`config.mk`:
```
export PLATFORM = sky130hd
export DESIGN_NAME = cpu_sequencer
export DESIGN_NICKNAME = d
export VERILOG_FILES = /design/src/rtl/cpu_pkg.sv /design/src/rtl/bus_watchdog.sv /design/src/rtl/cpu_sequencer.sv
export SDC_FILE = /design/constraint.sdc
export NUM_CORES = 1
export LEC_CHECK = 0
export CAP_MARGIN = 20
export CORE_MARGIN = 2
export CORE_UTILIZATION = 51
export DETAILED_ROUTE_END_ITERATION = 7
export HOLD_SLACK_MARGIN = 0.06
export PLACE_DENSITY_LB_ADDON = 0.08
export SLEW_MARGIN = 20
export SYNTH_ARGS = -nofsm -noshare
export SYNTH_HDL_FRONTEND = slang
export SYNTH_HIERARCHICAL = 1
export SYNTH_SLANG_ARGS = --single-unit
```
`constraint.sdc`:
```
create_clock -name i_clk -period 6.65 [get_ports i_clk]
set_input_delay 0.9975 -clock i_clk [delete_from_list [all_inputs] [get_ports i_clk]]
set_output_delay 0.9975 -clock i_clk [all_outputs]
set_load 0.01 [all_outputs]
```
`src/rtl/cpu_pkg.sv`:
```
// Shared definitions for the instruction sequencer: state encodings and default opcode ranges.
package cpu_pkg;

  localparam int unsigned STATE_W = 3;

  localparam logic [STATE_W-1:0] ST_FETCH    = 3'd0;
  localparam logic [STATE_W-1:0] ST_DECODE   = 3'd1;
  localparam logic [STATE_W-1:0] ST_EXECUTE  = 3'd2;
  localparam logic [STATE_W-1:0] ST_MEM_WAIT = 3'd3;
  localparam logic [STATE_W-1:0] ST_TRAP     = 3'd4;

  localparam int unsigned DEF_OPC_W       = 32;
  localparam int unsigned DEF_MEM_FIRST   = 27;
  localparam int unsigned DEF_MEM_LAST    = 34;
  localparam int unsigned DEF_STORE_FIRST = 31;
  localparam int unsigned DEF_TIMEOUT     = 255;

  localparam int unsigned INSTRET_W = 32;

  // States in which the sequencer owns the bus and waits for data-valid.
  function automatic logic is_bus_state(input logic [STATE_W-1:0] s);
    return (s == ST_FETCH) || (s == ST_MEM_WAIT);
  endfunction

endpackage

```
`src/rtl/bus_watchdog.sv`:
```
// Bus-wait cycle counter; flags the last permitted wait cycle before a trap.
module bus_watchdog #(
  parameter int unsigned TIMEOUT = 255
) (
  input  logic clk,
  input  logic rst,
  input  logic clear,
  input  logic enable,
  output logic expired
);

  localparam int unsigned CNT_W = (TIMEOUT == 0) ? 1 : $clog2(TIMEOUT + 1);

  logic [CNT_W-1:0] count;

  always_ff @(posedge clk) begin
    if (rst || clear) begin
      count <= '0;
    end else if (enable) begin
      count <= count + CNT_W'(1);
    end
  end

  // A zero TIMEOUT disables the trap entirely.
  always_comb begin
    expired = (TIMEOUT != 0) && (count == CNT_W'(TIMEOUT - 1));
  end

endmodule

```
`src/rtl/cpu_sequencer.sv`:
```
// Instruction sequencer: fetch/decode/execute/memory-wait control with bus timeout trap
// and a retired-instruction counter.
module cpu_sequencer
  import cpu_pkg::*;
#(
  parameter int unsigned OPC_W       = DEF_OPC_W,
  parameter int unsigned MEM_FIRST   = DEF_MEM_FIRST,
  parameter int unsigned MEM_LAST    = DEF_MEM_LAST,
  parameter int unsigned STORE_FIRST = DEF_STORE_FIRST,
  parameter int unsigned TIMEOUT     = DEF_TIMEOUT
) (
  input  logic                 i_clk,
  input  logic                 i_rst,
  input  logic                 i_bus_DV,
  input  logic [OPC_W-1:0]     i_instruction,
  input  logic                 i_stall,
  output logic [STATE_W-1:0]   o_state,
  output logic                 o_mem_req,
  output logic                 o_mem_we,
  output logic                 o_load_IR,
  output logic                 o_load_PC,
  output logic                 o_trap,
  output logic [INSTRET_W-1:0] o_instret
);

  logic [STATE_W-1:0] state_q;
  logic [STATE_W-1:0] state_d;
  logic               is_store_q;
  logic               is_store_d;
  logic               load_ir_d;
  logic               load_pc_d;
  logic               is_mem_code;
  logic               is_store_code;
  logic               wd_clear;
  logic               wd_enable;
  logic               expired;

  always_comb begin
    is_mem_code   = (i_instruction >= OPC_W'(MEM_FIRST)) && (i_instruction <= OPC_W'(MEM_LAST));
    is_store_code = (i_instruction >= OPC_W'(STORE_FIRST)) && (i_instruction <= OPC_W'(MEM_LAST));
  end

  // Next-state and pulse generation; data-valid beats the timeout in bus states.
  always_comb begin
    state_d    = state_q;
    is_store_d = is_store_q;
    load_ir_d  = 1'b0;
    load_pc_d  = 1'b0;
    case (state_q)
      ST_FETCH: begin
        if (i_bus_DV) begin
          state_d   = ST_DECODE;
          load_ir_d = 1'b1;
        end else if (expired) begin
          state_d = ST_TRAP;
        end
      end
      ST_DECODE: begin
        if (!i_stall) begin
          is_store_d = is_store_code;
          state_d    = is_mem_code ? ST_MEM_WAIT : ST_EXECUTE;
        end
      end
      ST_EXECUTE: begin
        if (!i_stall) begin
          state_d   = ST_FETCH;
          load_pc_d = 1'b1;
        end
      end
      ST_MEM_WAIT: begin
        if (i_bus_DV) begin
          state_d   = ST_FETCH;
          load_pc_d = 1'b1;
        end else if (expired) begin
          state_d = ST_TRAP;
        end
      end
      ST_TRAP: state_d = ST_FETCH;
      default: state_d = ST_FETCH;
    endcase
  end

  always_comb begin
    wd_clear  = (state_d != state_q);
    wd_enable = is_bus_state(state_q) && !i_bus_DV;
  end

  always_ff @(posedge i_clk) begin
    if (i_rst) begin
      state_q    <= ST_FETCH;
      is_store_q <= 1'b0;
      o_load_IR  <= 1'b0;
      o_load_PC  <= 1'b0;
      o_instret  <= '0;
    end else begin
      state_q    <= state_d;
      is_store_q <= is_store_d;
      o_load_IR  <= load_ir_d;
      o_load_PC  <= load_pc_d;
      if (load_pc_d) begin
        o_instret <= o_instret + INSTRET_W'(1);
      end
    end
  end

  bus_watchdog #(
    .TIMEOUT (TIMEOUT)
  ) u_bus_watchdog (
    .clk     (i_clk),
    .rst     (i_rst),
    .clear   (wd_clear),
    .enable  (wd_enable),
    .expired (expired)
  );

  always_comb begin
    o_state   = state_q;
    o_mem_req = is_bus_state(state_q);
    o_mem_we  = (state_q == ST_MEM_WAIT) && is_store_q;
    o_trap    = (state_q == ST_TRAP);
  end

endmodule
```
==> results.toml <==
[status]
status = "finished, final reports clean"

[floorplanning]
die_x_um = 75.3
die-area_um2 = 5660
start_util_pct = 53.8
io_pins = 76
rows = 25
die_height_um = 75.3
fp.coreArea_um2 = 4820

[clock_network]
cts_max_path_buffers = 2
insertion_delay_ns = 0.29
cts_sinks = 46
cts_tree = "built"
htree_num_levels = 2
cts_resized = 0
clockRootBuffer = "clkbuf_8"
cts_buffers = 5
ctsHoldBuffers = 0
cts_setup_buffers = 0
clk_pin_slew_ns = 0.09

[synth]
ys_ff_latch = 46
syn-cell-area_um2 = 2590
async_flop_share_pct = 0
synthCells = 302
yosysSeqAreaShare_pct = 35.6
synthTopCellsByArea = "dfxtp_1 36%, mux2_2 6.5%, nor4_1 4.8%"
synth_top_area_share_pct = 35.6
syn_nets = 341
yosys.area.top_type = "dfxtp_1"
synth-edff-count = 0
ys.flop_type = "dfxtp_1"
yosysWarningCount = 6
synth_cell_type_count = 49
syn_area_per_cell_um2 = 8.58

[setup_path]
path_class = "input pin to flop"
timing.rr.start = "o_state[0]"
critPathCaptureType = "flop"
reg2reg_slack_ns = 4.18
required_ns = 6.84
r2r_cells = 6
reg2reg_to = "u_bus_watchdog/count[5]"
cp-start-kind = "input pin"
crit_fanout = 18
arrival_ns = 3.02

[sta]
period_share_pct = 42.5
setup_viol = 0
rsz0062_at_grt = "no"
hold_violations = 0
maxSlewHeadroom_pct = 50.9
clock_skew_ns = 0.0117
final.min_clock_period_ns = 2.83
finalSetupTns_ns = 0
worst_pin_slew_ns = 0.736
max_freq_mhz = 354
slew_violations = 0

[global_routing]
grt_max_degree = 53
antenna_found_initial = 0
grt_pass1_wl_um = 9780
gr-total-overflow = 0
track_usage_pct = 21.9
grt_pass1_vias = 2099

[worst_hold_path]
hp-start = "is_store_q"
hold_path_end = "is_store_q"
hold_class = "flop to flop"
hold_depth = 2

[route]
first_pass_iters = 4
drt_iter0_drc = 217
drc = 0
wire_per_inst_um = 13.7
vias = 2501
routed_wl_um = 5940
ant_nets = 0
vias_per_cell = 5.78

[place]
dp_hpwl_um = 4180
place_area_um2 = 3320
routabilityCongestion = 0.797
io_buffers = 75

[layout]
final_cell_mix = "75 x clkdlybuf4s50_1, 46 x dfxtp_1, 33 x nor2_1, 20 x nor4_1, 19 x a21oi_1"
diodes = 0
utilization_pct = 70.6
fillers = 422
final_common_cell = "clkdlybuf4s50_1"
nets = 405
drive_gt1_share_pct = 9.02
fin_area_um2 = 3400
syn_to_final_growth_pct = 31.3

[pwr]
p_leak_nw = 1.12
ir_drop_v = 0.000105
power_density_nw_per_um2 = 149

[flow_run]
cap_violations = 0
registers in the layout, summed over array words and instances, names as in the netlist:
register and count:
o_instret 32, u_bus_watchdog/count 8, o_state 3, is_store_q 1, o_load_IR 1, o_load_PC 1
worst max-delay path, stage by stage:
cell and delay [ns]:
clkdlybuf4s50_1 0.57, and2_1 0.30, o211ai_2 0.35, nor4_1 0.41, mux2_2 0.38
per-layer routing:
layer	routed length [µm]	track usage (%)
met1	2770	30.2
met2	2760	34.8
met3	357	4.42
met4	58	6.43
met5	0	0
final cells by class:
cell class	instances	area, µm²	area share, %
clock buffer	6	72.6	2.13
clock inverter	1	7.51	0.221
inverter	8	30.0	0.883
multi-input combinational	229	1530	44.9
sequential	46	921	27.1
tap	67	83.8	2.47
timing repair buffer	76	758	22.3
kinds of logic after synthesis:
logic type	after synthesis	share of synthesized area, %
AOI/OAI and AO/OA	52	13.9
xor gates and xnor gates	7	2.37
adders and majority gates	3	1.45
buffers and inverters	27	5.51
DFF	46	35.6
muxes	17	7.29
and+or+nand+nor	150	34.0
cell usage after synthesis, drive strengths merged (2+ instances only):
cell,number
and3,2
or4,11
nor3,2
and4,7
nor2b,17
and2,7
or3,4
a21oi,19
inv,8
mux2,15
clkbuf,7
nand3,12
o21ai,4
nand3b,2
xor2,5
mux2i,2
buf,12
xnor2,2
a211oi,3
nor4,20
or2,2
o211ai,4
nor2,34
nand4,11
nor3b,2
ha,3
o2111ai,3
o31ai,12
a21o,3
dfxtp,46
nand2,12
worst max-delay path by stage:
stage                         from                 endpoint  slack (ns)
final                     i_bus_DV            o_instret[28]        3.82
after global routing      i_bus_DV            o_instret[28]        3.67
after CTS                 i_bus_DV            o_instret[22]        3.82
after detailed placement  i_bus_DV            o_instret[22]        3.50
after global placement    i_bus_DV            o_instret[31]        3.56
after floorplan           i_bus_DV  u_bus_watchdog/count[1]        4.24
metrics by stage:
| stage | setup slack (ns) | hold slack, ns | total power [mW] | instances |
|---|---|---|---|---|
| floorplan | 4.24 | 0.438 | 0.318 | 302 |
| global placement | 3.56 | 0.462 | 0.347 | 426 |
| detailed placement | 3.50 | 0.468 | 0.348 | 426 |
| CTS | 3.82 | 0.480 | 0.512 | 433 |
| global route | 3.67 | 0.494 | 0.527 | 433 |
| finish | 3.82 | 0.476 | 0.507 | 433 |
power by group:
part           switching (mW)  internal (mW)
sequential            0.00442          0.278
combinational          0.0258         0.0338
clock                  0.0928         0.0723
total                   0.123          0.384
Note: power is estimated with default switching activity, not from simulation.
